[src/rtl/auth_host_sequencer.sv]
// auth_host_sequencer: sequences a USB Type-C Authentication exchange
// (GET_DIGESTS, GET_CERTIFICATE, CHALLENGE) against a responder.
//   clk, reset (async, active-low)
//   start, slot           : begin an exchange using certificate slot
//   busy, done, pass,     : status; done pulses at the end, pass/err_code
//   err_code                held until the next accepted start
//   resp_req_out, bmRequestType, bRequest, wLength, auth_msg_resp_out,
//   Ack_in                : AUTH_OUT/AUTH_IN request handshake
//   resp_req_in, auth_msg_resp_in, Ack_out_resp : response handshake
module auth_host_sequencer #(
    parameter int          MSG_LEN     = 32,
    parameter int          TIMEOUT_CYC = 1000,
    parameter int          MAX_RETRY   = 3,
    parameter logic [15:0] DIG_WLEN    = 16'd36,
    parameter logic [15:0] CERT_WLEN   = 16'd512,
    parameter logic [15:0] CHAL_WLEN   = 16'd168
) (
    input  logic               clk,
    input  logic               reset,
    input  logic               start,
    input  logic [1:0]         slot,
    output logic               busy,
    output logic               done,
    output logic               pass,
    output logic [2:0]         err_code,
    output logic               resp_req_out,
    output logic [7:0]         bmRequestType,
    output logic [7:0]         bRequest,
    output logic [15:0]        wLength,
    output logic [MSG_LEN-1:0] auth_msg_resp_out,
    input  logic               Ack_in,
    input  logic               resp_req_in,
    input  logic [MSG_LEN-1:0] auth_msg_resp_in,
    output logic               Ack_out_resp
);
    localparam logic [2:0] S_IDLE  = 3'd0;
    localparam logic [2:0] S_OUT   = 3'd1;
    localparam logic [2:0] S_IN    = 3'd2;
    localparam logic [2:0] S_WAIT  = 3'd3;
    localparam logic [2:0] S_CHECK = 3'd4;
    localparam logic [2:0] S_FIN   = 3'd5;
    localparam logic [1:0] PH_CHAL = 2'd2;
    localparam int CW = $clog2(TIMEOUT_CYC + 1);
    localparam int RW = $clog2(MAX_RETRY + 2);

    logic [2:0]    state_q, state_d;
    logic [1:0]    phase_q, phase_d;
    logic [1:0]    slot_q, slot_d;
    logic [RW-1:0] retry_q, retry_d;
    logic [CW-1:0] cnt_q, cnt_d;
    logic [15:0]   rsp_q, rsp_d;
    logic          pass_d;
    logic [2:0]    err_d;
    logic          waiting, progress, tmo_fire;
    logic [7:0]    exp_type;
    logic [15:0]   in_wlen;
    logic          unused_hi;

    assign unused_hi = ^auth_msg_resp_in[MSG_LEN-1:16];
    assign waiting   = state_q == S_OUT || state_q == S_IN || state_q == S_WAIT;
    // An Ack or response arriving on the timeout cycle takes priority.
    assign progress  = ((state_q == S_OUT || state_q == S_IN) && Ack_in) ||
                       (state_q == S_WAIT && resp_req_in);
    assign tmo_fire  = waiting && !progress && cnt_q == CW'(TIMEOUT_CYC - 1);
    assign exp_type  = 8'h01 + {6'b0, phase_q};
    assign in_wlen   = phase_d == 2'd0 ? DIG_WLEN : phase_d == 2'd1 ? CERT_WLEN : CHAL_WLEN;

    always_comb begin
        state_d = state_q;
        phase_d = phase_q;
        slot_d  = slot_q;
        retry_d = retry_q;
        rsp_d   = rsp_q;
        pass_d  = pass;
        err_d   = err_code;
        case (state_q)
            S_IDLE: if (start) begin
                slot_d  = slot;
                phase_d = 2'd0;
                retry_d = '0;
                pass_d  = 1'b0;
                err_d   = 3'd0;
                state_d = S_OUT;
            end
            S_OUT:  if (Ack_in) state_d = S_IN;
            S_IN:   if (Ack_in) state_d = S_WAIT;
            S_WAIT: if (resp_req_in) begin
                rsp_d   = auth_msg_resp_in[15:0];
                state_d = S_CHECK;
            end
            S_CHECK: begin
                state_d = S_FIN;
                if (rsp_q[7:0] != 8'h01) err_d = 3'd4;
                else if (rsp_q[15:8] == 8'h7F) err_d = 3'd2;
                else if (rsp_q[15:8] != exp_type) err_d = 3'd3;
                else if (phase_q != PH_CHAL) begin
                    phase_d = phase_q + 2'd1;
                    retry_d = '0;
                    state_d = S_OUT;
                end else pass_d = 1'b1;
            end
            default: state_d = S_IDLE;
        endcase
        if (tmo_fire) begin
            if (retry_q < RW'(MAX_RETRY)) begin
                retry_d = retry_q + RW'(1);
                state_d = S_OUT;
            end else begin
                err_d   = 3'd1;
                state_d = S_FIN;
            end
        end
        // Restart the count whenever a wait state is (re)entered.
        cnt_d = (waiting && state_d == state_q && !tmo_fire) ? cnt_q + CW'(1) : '0;
    end

    always_ff @(posedge clk or negedge reset) begin
        if (!reset) begin
            state_q           <= S_IDLE;
            phase_q           <= '0;
            slot_q            <= '0;
            retry_q           <= '0;
            cnt_q             <= '0;
            rsp_q             <= '0;
            busy              <= 1'b0;
            done              <= 1'b0;
            pass              <= 1'b0;
            err_code          <= 3'd0;
            resp_req_out      <= 1'b0;
            bmRequestType     <= 8'h00;
            bRequest          <= 8'h00;
            wLength           <= 16'h0000;
            auth_msg_resp_out <= '0;
            Ack_out_resp      <= 1'b0;
        end else begin
            state_q           <= state_d;
            phase_q           <= phase_d;
            slot_q            <= slot_d;
            retry_q           <= retry_d;
            cnt_q             <= cnt_d;
            rsp_q             <= rsp_d;
            busy              <= state_d != S_IDLE;
            done              <= state_d == S_FIN;
            pass              <= pass_d;
            err_code          <= err_d;
            resp_req_out      <= state_d == S_OUT || state_d == S_IN;
            bmRequestType     <= state_d == S_OUT ? 8'h01 : state_d == S_IN ? 8'h81 : 8'h00;
            bRequest          <= state_d == S_OUT ? 8'h19 : state_d == S_IN ? 8'h18 : 8'h00;
            wLength           <= state_d == S_OUT ? 16'd4 : state_d == S_IN ? in_wlen : 16'd0;
            auth_msg_resp_out <= state_d == S_OUT ?
                MSG_LEN'({8'h00, 6'b0, slot_d, 8'h81 + {6'b0, phase_d}, 8'h01}) : '0;
            Ack_out_resp      <= state_d == S_CHECK;
        end
    end
endmodule

[config.mk]
export PLATFORM = sky130hd
export DESIGN_NAME = auth_host_sequencer
export DESIGN_NICKNAME = d
export VERILOG_FILES = /design/src/rtl/auth_host_sequencer.sv
export SDC_FILE = /design/constraint.sdc
export NUM_CORES = 1
export LEC_CHECK = 0
export CORE_MARGIN = 4
export CORE_UTILIZATION = 50
export CTS_CLUSTER_DIAMETER = 200
export DETAILED_ROUTE_END_ITERATION = 7
export DONT_BUFFER_PORTS = 1
export PLACE_DENSITY_LB_ADDON = 0.15
export SLEW_MARGIN = 25
export SYNTH_ARGS = -nofsm -noshare
export SYNTH_HDL_FRONTEND = slang
export SYNTH_SLANG_ARGS = --single-unit
[constraint.sdc]
create_clock -name clk -period 5.55 [get_ports clk]
set_clock_uncertainty 0.15 [all_clocks]
set_input_delay 0.555 -clock clk [delete_from_list [all_inputs] [get_ports clk]]
set_output_delay 0.555 -clock clk [all_outputs]
set_load 0.1 [all_outputs]
==> impl_metrics.py <==
metrics = {
    "run_status": {
        "outcome": "finished, final reports clean",
    },
    "cells_and_area": {
        "final_cell_mix": "nand2_1, dfrtp_1, conb_1, nor2_1",
        "diodes": 0,
        "syn_to_final_growth_pct": 0.0413,
        "mostFrequentLayoutCell": "nand2_1",
        "nets": 353,
        "layout-drive-gt1-share_pct": 14.1,
        "fill_cells": 559,
        "multi_input_area_mm2": 0.00133,
        "layout.cells.non_filler": 381,
        "register_area_mm2": 0.00138,
    },
    "power_and_ir_drop": {
        "p_leak_nw": 1.52,
        "p_per_area_mw_per_mm2": 579,
        "ir_worst_vdd_mv": 0.460,
    },
    "setup_path": {
        "path_buf_inv": 3,
        "cp_common_cell": "inv_1",
        "r2r_setup_slack_ns": 2.97,
        "cpPeakStageDelay_ns": 0.43,
        "critPathLaunch": "phase_q[0]",
        "cp_slowest_cell": "dfrtp_1",
        "r2r-start": "phase_q[0]",
        "critPathLaunchType": "flop",
        "worst-endpoint-required_ns": 5.59,
        "path_class": "reg -> reg",
        "end_kind": "flop",
        "crit_fanout": 5,
        "critPathArrivalTime_ns": 2.62,
        "crit_chain": "inv_1 > ha_1 > xnor2_1 > nand3_1 > nor3_2 > mux2i_1 > inv_1 > ha_1 > inv_1 > nor2_1",
        "r2r_end": "auth_msg_resp_out[9]",
        "worst_r2r_path_depth": 10,
        "cpLargestDelayFamily": "adder cells",
    },
    "synth": {
        "synth_top_area_cell": "dfrtp_1",
        "avgSynthCellArea_um2": 9.82,
        "synth_edf_count": 0,
        "synthArstFlopShare_pct": 100,
        "yosysSeqAreaShare_pct": 45.5,
        "yosys.area.top_type_share_pct": 45.5,
        "synth_cell_types": 53,
        "synth_area_mm2": 0.00303,
        "ys.flop_type": "dfrtp_1",
        "synth-seq-cells": 55,
        "ys_warn_count": 0,
        "synthTopCellsByArea": "dfrtp_1, buf_4, nand2_1",
        "synthCells": 308,
    },
    "timing": {
        "relSlewSlack_pct": 26.9,
        "drv_slew": 0,
        "finalHoldViolCount": 0,
        "setup_tns_ns": 0,
        "fin_ws_ns": 2.97,
        "fin_crit_ns": 2.58,
        "fin_crit_sh_pct": 46.5,
        "worstMarginPinSlew_ns": 1.10,
        "whs_ns": 0.195,
        "finalSetupViolations": 0,
        "fmax_ghz": 0.387,
        "rsz0062_at_grt": "false",
    },
    "global_route": {
        "grt_overflow": 0,
        "grt_pass1_wl_mm": 8.58,
        "grtUsageTotal_pct": 14.7,
        "grt_pass1_vias": 1793,
        "grt_max_degree": 56,
        "antenna_found_initial": 0,
    },
    "hold_path": {
        "hp-class": "in -> reg",
        "holdPathEnd": "rsp_q[13]",
        "hold_start": "auth_msg_resp_in[13]",
        "hold_depth": 2,
    },
    "clock_network": {
        "cts_resized": 0,
        "insertion_delay_ns": 0.31,
        "htree_levels": 2,
        "post_cts_buffers": 0,
        "clock_sinks": 55,
        "cts_max_path_buffers": 2,
        "clk_pin_slew_ns": 0.10,
        "root_buffer": "clkbuf_8",
        "cts_tree": "done",
        "cts_made_buffers": 5,
    },
    "die": {
        "start_util_pct": 51.4,
        "fp-row-count": 28,
        "die_w_um": 85.8,
        "die-area_mm2": 0.00736,
        "fp.dieH_um": 85.8,
        "coreArea_mm2": 0.00589,
        "ios": 111,
    },
    "routing": {
        "routed_wl_mm": 5.10,
        "drcViolationCount": 0,
        "viasPerCell": 4.87,
        "postRouteAntennaNets": 0,
        "first_pass_iters": 4,
        "initialDrtViolationCount": 96,
        "avgRoutedWirePerCell_um": 13.4,
        "num_vias": 1855,
    },
    "placement": {
        "dp_cells": 371,
        "gp_congestion": 0.810,
        "port_buffers": 0,
        "place_ws_ns": 2.98,
        "hpwlAfterDp_mm": 3.73,
    },
    "job": {
        "max-cap-violations": 0,
    },
}
-- flip-flops by register name, summed over array words and instances, names as in the netlist --
register	count
busy	1
rsp_q	16
retry_q	3
resp_req_out	1
done	1
cnt_q	10
Ack_out_resp	1
state_q	3
err_code	3
bmRequestType	1
pass	1
auth_msg_resp_out	6
phase_q	2
wLength	4
slot_q	2
-- layer usage --
layer / vias up / global-route usage, % / share of wire (%)
li1: 908 / - / -
met1: 881 / 19.1 / 43
met2: 60 / 23.7 / 48
met3: 6 / 4.61 / 7.7
met4: 0 / 4.32 / 1.3
met5: - / 0 / 0
-- synth_stat cells, types with 4 or more instances --
library cell / n
nand2_1: 59
buf_4: 56
dfrtp_1: 55
nor2_1: 17
ha_1: 9
inv_1: 9
nand3_1: 9
nor2_2: 9
a21oi_1: 6
xnor2_1: 6
xor2_1: 5
and3_1: 4
nor2b_1: 4
nor3_1: 4
-- worst register-to-register path, cell delays in order (launching register included) --
cell and delay, ns:
dfrtp_1 0.43, inv_1 0.11, ha_1 0.33, xnor2_1 0.14, nand3_1 0.19, nor3_2 0.30, mux2i_1 0.32, inv_1 0.14
ha_1 0.29, inv_1 0.05, nor2_1 0.03
-- cells by family after synthesis --
kind of cell	count (synthesis)	synth area share (%)
and+or+nand+nor	129	22.8
buffers and inverters	72	16.2
DFF	55	45.5
AOI/OAI and AO/OA	26	6.70
xor gates and xnor gates	11	3.18
adders and majority gates	9	3.72
muxes	5	1.78
other	1	0.124
-- how the worst max path moves through the flow --
stage | end | slack, ns | cells past startpoint
6_report | auth_msg_resp_out[9] | 2.97 | 10
2_1_floorplan | auth_msg_resp_out[9] | 3.25 | 10
5_1_grt | auth_msg_resp_out[9] | 2.73 | 10
3_5_place_dp | auth_msg_resp_out[9] | 2.98 | 10
3_3_place_gp | auth_msg_resp_out[9] | 2.98 | 10
4_1_cts | auth_msg_resp_out[9] | 2.94 | 10
-- through the flow --
stage	total power [mW]	util, %	cell area [um^2]
floorplan	1.46	-	3200
global placement	1.46	48.7	2870
detailed placement	1.48	48.7	2870
CTS	1.77	51.4	3030
global route	1.87	51.4	3030
finish	1.75	51.4	3030
-- report_power, final --
group | switching (mW) | internal (mW) | total (mW)
Combinational | 0.417 | 0.156 | 0.573
Sequential | 0.391 | 0.505 | 0.897
Clock | 0.133 | 0.149 | 0.282
Total | 0.942 | 0.810 | 1.75
-- area by class of cell --
type	instances	area share (%)
multi-input combinational	227	44.0
clock inverter	2	1.28
timing repair buffer	4	1.74
inverter	12	1.49
tap	75	3.10
clock buffer	6	2.73
sequential	55	45.7
-- repair_timing --
action / in CTS / in global routing
hold buffers: 2 / 0
hold endpoints to repair: 55 / 0
setup endpoints to repair: 0 / 0
(Power assumes the default switching activity.)
